`src/rtl/fcs_pkg.sv`:
```
// Shared types and width helpers for the stuck-at fault campaign sequencer.
package fcs_pkg;

   typedef enum logic [2:0] {
      ST_IDLE,
      ST_APPLY,
      ST_COMPARE,
      ST_REPORT,
      ST_NEXT,
      ST_DONE
   } fcs_state_t;

   localparam int FCS_SEL_NONE = 0;

   function automatic int fcs_sel_w(input int n_nodes);
      return $clog2(n_nodes + 1);
   endfunction

   // One spare bit so the counter can step past the last vector without wrapping.
   function automatic int fcs_vec_w(input int n_in);
      return n_in + 1;
   endfunction

   function automatic int fcs_cnt_w(input int n_nodes);
      return $clog2(2 * n_nodes + 1);
   endfunction

endpackage

```
`src/rtl/fcs_settle_timer.sv`:
```
// Loadable down-counter; expired pulses for one cycle SETTLE cycles after load.
module fcs_settle_timer #(
   parameter int SETTLE = 2
) (
   input  logic clk,
   input  logic rst_n,
   input  logic load,
   output logic expired
);

   localparam int CW = $clog2(SETTLE + 1);

   logic [CW-1:0] cnt;

   always_ff @(posedge clk or negedge rst_n) begin
      if (!rst_n) begin
         cnt <= '0;
      end else if (load) begin
         cnt <= CW'(SETTLE);
      end else if (cnt != '0) begin
         cnt <= cnt - 1'b1;
      end
   end

   assign expired = (cnt == CW'(1));

endmodule

```
`src/rtl/fault_campaign_seq.sv`:
```
// Stuck-at fault campaign sequencer: sweeps vectors x fault slots, compares DUT to golden.
// Optional FCS_FAULT_DROP_EN: already-detected faults are skipped for later vectors.
module fault_campaign_seq
   import fcs_pkg::*;
#(
   parameter int N_IN    = 5,
   parameter int N_OUT   = 2,
   parameter int N_NODES = 16,
   parameter int SETTLE  = 2
) (
   input  logic                                clk,
   input  logic                                rst_n,
   input  logic                                start,
   output logic                                busy,
   output logic                                done,
   output logic [N_IN-1:0]                     vec,
   output logic [fcs_sel_w(N_NODES)-1:0]       fault_sel,
   output logic                                fault_val,
   input  logic [N_OUT-1:0]                    dut_out,
   input  logic [N_OUT-1:0]                    gold_out,
   output logic                                det_valid,
   input  logic                                det_ready,
   output logic [N_IN-1:0]                     det_vec,
   output logic [fcs_sel_w(N_NODES)-1:0]       det_node,
   output logic                                det_sa,
   output logic [2*N_NODES-1:0]                fault_map,
   output logic [fcs_cnt_w(N_NODES)-1:0]       cov_count,
   output logic                                golden_err
);

   localparam int SEL_W  = fcs_sel_w(N_NODES);
   localparam int VEC_W  = fcs_vec_w(N_IN);
   localparam int N_SLOT = 2 * N_NODES;
   localparam logic [VEC_W-1:0] VEC_LAST = VEC_W'((2 ** N_IN) - 1);
   localparam logic [SEL_W-1:0] SEL_NONE = SEL_W'(FCS_SEL_NONE);

   fcs_state_t       state, state_nxt;
   logic [VEC_W-1:0] vec_cnt;
   logic             expired, timer_load, start_acc, cmp_en, adv_en, hs;
   logic             mismatch, last_vec, wrap, skip;
   logic [SEL_W-1:0] nxt_sel;
   logic             nxt_sa;
   int               cur_k, map_idx;

   fcs_settle_timer #(.SETTLE(SETTLE)) u_timer (
      .clk     (clk),
      .rst_n   (rst_n),
      .load    (timer_load),
      .expired (expired)
   );

   assign vec      = vec_cnt[N_IN-1:0];
   assign mismatch = (dut_out != gold_out);
   assign last_vec = (vec_cnt == VEC_LAST);

   // Slot k: 0 is fault-free, k>0 is node (k+1)/2 stuck at (k even).
   always_comb begin
      cur_k   = (fault_sel == SEL_NONE) ? 0 : 2 * int'(fault_sel) - 1 + int'(fault_val);
      map_idx = (cur_k == 0) ? 0 : cur_k - 1;
      wrap    = 1'b1;
      nxt_sel = '0;
      nxt_sa  = 1'b0;
      skip    = 1'b0;
      for (int k = 1; k <= N_SLOT; k++) begin
`ifdef FCS_FAULT_DROP_EN
         skip = fault_map[k-1];
`else
         skip = 1'b0;
`endif
         if (wrap && (k > cur_k) && !skip) begin
            wrap    = 1'b0;
            nxt_sel = SEL_W'((k + 1) / 2);
            nxt_sa  = ((k % 2) == 0);
         end
      end
   end

   always_ff @(posedge clk or negedge rst_n) begin
      if (!rst_n) state <= ST_IDLE;
      else        state <= state_nxt;
   end

   always_comb begin
      state_nxt = state;
      case (state)
         ST_IDLE, ST_DONE: if (start) state_nxt = ST_APPLY;
         ST_APPLY:         if (expired) state_nxt = ST_COMPARE;
         ST_COMPARE:       state_nxt = (mismatch && fault_sel != SEL_NONE) ? ST_REPORT : ST_NEXT;
         ST_REPORT:        if (det_valid && det_ready) state_nxt = ST_NEXT;
         ST_NEXT:          state_nxt = (wrap && last_vec) ? ST_DONE : ST_APPLY;
         default:          state_nxt = ST_IDLE;
      endcase
   end

   always_comb begin
      start_acc  = start && (state == ST_IDLE || state == ST_DONE);
      timer_load = (state_nxt == ST_APPLY) && (state != ST_APPLY);
      cmp_en     = (state == ST_COMPARE);
      adv_en     = (state == ST_NEXT);
      hs         = (state == ST_REPORT) && det_valid && det_ready;
   end

   always_ff @(posedge clk or negedge rst_n) begin
      if (!rst_n) begin
         vec_cnt    <= '0;
         fault_sel  <= '0;
         fault_val  <= 1'b0;
         busy       <= 1'b0;
         done       <= 1'b0;
         det_valid  <= 1'b0;
         det_vec    <= '0;
         det_node   <= '0;
         det_sa     <= 1'b0;
         fault_map  <= '0;
         cov_count  <= '0;
         golden_err <= 1'b0;
      end else begin
         if (start_acc) begin
            vec_cnt    <= '0;
            fault_sel  <= SEL_NONE;
            fault_val  <= 1'b0;
            fault_map  <= '0;
            cov_count  <= '0;
            golden_err <= 1'b0;
            done       <= 1'b0;
            busy       <= 1'b1;
            det_valid  <= 1'b0;
         end
         if (cmp_en && mismatch) begin
            if (fault_sel == SEL_NONE) begin
               golden_err <= 1'b1;
            end else begin
               if (!fault_map[map_idx]) begin
                  fault_map[map_idx] <= 1'b1;
                  cov_count          <= cov_count + 1'b1;
               end
               det_valid <= 1'b1;
               det_vec   <= vec;
               det_node  <= fault_sel;
               det_sa    <= fault_val;
            end
         end
         if (hs) det_valid <= 1'b0;
         if (adv_en) begin
            if (!wrap) begin
               fault_sel <= nxt_sel;
               fault_val <= nxt_sa;
            end else begin
               fault_sel <= SEL_NONE;
               fault_val <= 1'b0;
               vec_cnt   <= vec_cnt + 1'b1;
               if (last_vec) begin
                  busy <= 1'b0;
                  done <= 1'b1;
               end
            end
         end
      end
   end

endmodule

```
`config.mk`:
```
export PLATFORM = sky130hd
export DESIGN_NAME = fault_campaign_seq
export DESIGN_NICKNAME = d
export VERILOG_FILES = /design/src/rtl/fcs_pkg.sv /design/src/rtl/fcs_settle_timer.sv /design/src/rtl/fault_campaign_seq.sv
export SDC_FILE = /design/constraint.sdc
export NUM_CORES = 1
export LEC_CHECK = 0
export ABC_AREA = 1
export BUFFER_PORTS_ARGS = -buffer_cell sky130_fd_sc_hd__buf_2
export CORE_AREA = 2 2 92 112
export CTS_CLUSTER_DIAMETER = 150
export CTS_CLUSTER_SIZE = 28
export DETAILED_ROUTE_END_ITERATION = 10
export DIE_AREA = 0 0 94 114
export PLACE_DENSITY = 0.74
export SYNTH_ARGS = -nofsm -noshare
export SYNTH_HDL_FRONTEND = slang
export SYNTH_SLANG_ARGS = --single-unit
```
`constraint.sdc`:
```
create_clock -name clk -period 3.7 [get_ports clk]
set_clock_uncertainty 0.1 [all_clocks]
set_input_delay 0.925 -clock clk [delete_from_list [all_inputs] [get_ports clk]]
set_output_delay 0.925 -clock clk [all_outputs]
set_load 0.05 [all_outputs]
```
==> flow_metrics.env <==
export IMPL_worst_slew_pin_slew_ns=0.532
export IMPL_clk_latency_ns=0.33
export IMPL_grt_ovfl_total=0
export IMPL_cp_common_cell="nor2_4"
export IMPL_io_pins=72
export IMPL_critical_path_class="reg2reg"
export IMPL_final_antenna_net_count=0
export IMPL_grt_setup_unrepaired="yes"
export IMPL_firstDrtPassIters=5
export IMPL_required_ns=3.87
export IMPL_status="complete, but fails checks"
export IMPL_cap_violations=0
export IMPL_reg2reg_from="fault_sel[1]$_DFFE_PN0P_"
export IMPL_cts_buffer_depth=2
export IMPL_fin_crit_sh_pct=100
export IMPL_synth_area_um2=5010
export IMPL_yosys_top_cells_count="nand2_1, inv_1, dfrtp_1, o21ai_0, nor2_1"
export IMPL_layout_nets=857
export IMPL_syn_area_per_cell_um2=7.25
export IMPL_drive_above_1_share_pct=35.1
export IMPL_top_layer_used="met4"
export IMPL_setup_viol=2
export IMPL_met1_length_um=6280
export IMPL_cts_made_buffers=9
export IMPL_synth_edf_count=0
export IMPL_syn_to_final_growth_pct=34.0
export IMPL_ys_flop_type="dfrtp_1"
export IMPL_drc=0
export IMPL_hold_start="det_vec[4]$_DFFE_PN0P_"
export IMPL_cp_end_kind="flop"
export IMPL_met2WireLength_um=8050
export IMPL_worstHoldPathType="reg2reg"
export IMPL_yosysWarnings=0
export IMPL_rows=40
export IMPL_ctsHoldBuffers=0
export IMPL_vias=5346
export IMPL_slowest_stage="dfrtp_2"
export IMPL_yosys_area_top_type="dfrtp_1"
export IMPL_ys_top_cells_by_area="dfrtp_1, nand2_1, inv_1"
export IMPL_hpwl_um=11100
export IMPL_async_flop_share_pct=100
export IMPL_clk_pin_slew_worst_paths_ns=0.05
export IMPL_fmax_mhz=270
export IMPL_arrival_ns=3.87
export IMPL_relSlewSlack_pct=64.4
export IMPL_viasPerCell=5.57
export IMPL_routabilityCongestion=0.960
export IMPL_crit_start="fault_sel[1]$_DFFE_PN0P_"
export IMPL_antenna_found_initial=0
export IMPL_syn_inst=692
export IMPL_synth_top_area_share_pct=34.9
export IMPL_yosysMostFrequentCell="nand2_1"
export IMPL_cp_max_fo=5
export IMPL_critPathLaunchType="flop"
export IMPL_grt_total_usage_pct=27.8
export IMPL_grt_pass1_wl_um=23700
export IMPL_max_stage_delay_ns=0.39
export IMPL_hold_viol=0
export IMPL_die_area_um2=10700
export IMPL_die_y_um=114
export IMPL_route_met3_wl_um=630
export IMPL_root_buffer="clkbuf_16"
export IMPL_ys_seq_area_share_pct=34.9
export IMPL_cts_htree_levels=3
export IMPL_violations="setup timing"
export IMPL_synth_cell_type_count=48
export IMPL_drt_iter0_drc=427
export IMPL_worst_slack_ns=-0.00817
export IMPL_finalMaxSlewViolations=0
export IMPL_clkSinkCount=70
export IMPL_cpLargestDelayFamily="simple AND/OR/NAND/NOR gates"
export IMPL_start_util_pct=51.4
export IMPL_synth_net_count=719
export IMPL_critPathBufInv=8
export IMPL_dieWidth_um=94
export IMPL_finalCriticalPeriod_ns=3.71
export IMPL_grt_pass1_vias=5017
export IMPL_antenna_cells=0
export IMPL_wl_per_cell_um=16.0
export IMPL_hold_ws_ns=0.362
export IMPL_cts_tree="yes"
export IMPL_io_buffers=71
export IMPL_core_area_um2=9760
export IMPL_wirelength_um=15400
export IMPL_synth_seq_cells=70
export IMPL_grt_max_degree=37
cell usage in the layout (no fill, tap or decap), drive strengths merged, types with 6 or more instances in the layout:
cell,synthesis,routed
clkbuf,6,12
nor4,12,12
nand3,41,41
nand4,21,21
o211ai,6,6
inv,113,113
o21ai,65,65
a31oi,6,6
buf,8,141
dfrtp,70,70
nand2,176,176
nor3,17,17
nor2,74,74
a21oi,13,13
a22oi,9,9
ha,19,19
per-stage QoR:
step	utilization, %	cell area, um^2	std cells	setup TNS (ns)	setup slack (ns)
after global routing	68.9	6720	959	-3.95	-0.260
after global placement	60.7	5920	922	-0.644	-0.0973
after CTS	64.2	6270	940	0	0.00355
after floorplan	-	5120	692	-0.687	-0.0974
final	68.9	6720	959	-0.00819	-0.00817
after detailed placement	60.7	5920	922	-3.66	-0.384
worst reg2reg max path: cells and delay by family, from the launching register on:
family	cells	cell delay [ns]
and+or+nand+nor	23	2.24
buffers and inverters	8	0.45
DFF	1	0.39
adders and majority gates	2	0.44
path summary, 6_finish.rpt:
| path | to | slack [ns] | cells after the start |
|---|---|---|---|
| worst max-delay path | vec_cnt[4]$_DFF_PN0_ | -0.008 | 33 |
| worst max register to register | vec_cnt[4]$_DFF_PN0_ | -0.008 | 33 |
| max in group asynchronous | fault_sel[0]$_DFFE_PN0P_ | 2.27 | 2 |
| worst min-delay path | det_vec[4]$_DFFE_PN0P_ | 0.36 | 2 |
| min in group asynchronous | cov_count[4]$_DFF_PN0_ | 0.45 | 1 |
| worst min register to register | det_vec[4]$_DFFE_PN0P_ | 0.36 | 2 |
area by class of cell:
cell class              instances  area [um^2]
well taps                     126          158
inverters                     114          450
clock inverters                 2         35.0
flip-flops and latches         70         1760
clock buffers                  12          236
multi-input cells             494         3190
repair buffers                141          898
fillers                       803         3040
kinds of logic after synthesis:
logic type	synth area share, %
compound gates	14.5
xor+xnor	1.40
fa+ha+maj	4.74
buf+inv	10.0
flops	34.9
simple gates	34.4
layer usage:
layer	global-route usage, %	vias up
met5	0	-
met4	10.9	0
met3	3.04	39
met2	49.8	165
met1	33.9	2570
li1	-	2572
what timing repair did:
action,in CTS,in global routing
gates cloned,0,1
buffers inserted,4,18
pin swaps,6,37
setup endpoints to repair,22,55
gates resized for setup,8,90
state kept, by name, summed over array words and instances, names as in the netlist:
register,count
fault_map,32
fault_sel,5
det_vec,5
busy,1
det_valid,1
cov_count,6
det_sa,1
state,3
fault_val,1
vec_cnt,6
det_node,5
u_timer.cnt,2
golden_err,1
done,1
Power is left out: the tool's default activity adds up to more than one toggle a clock period on the data nets, which glitch-free logic cannot reach.
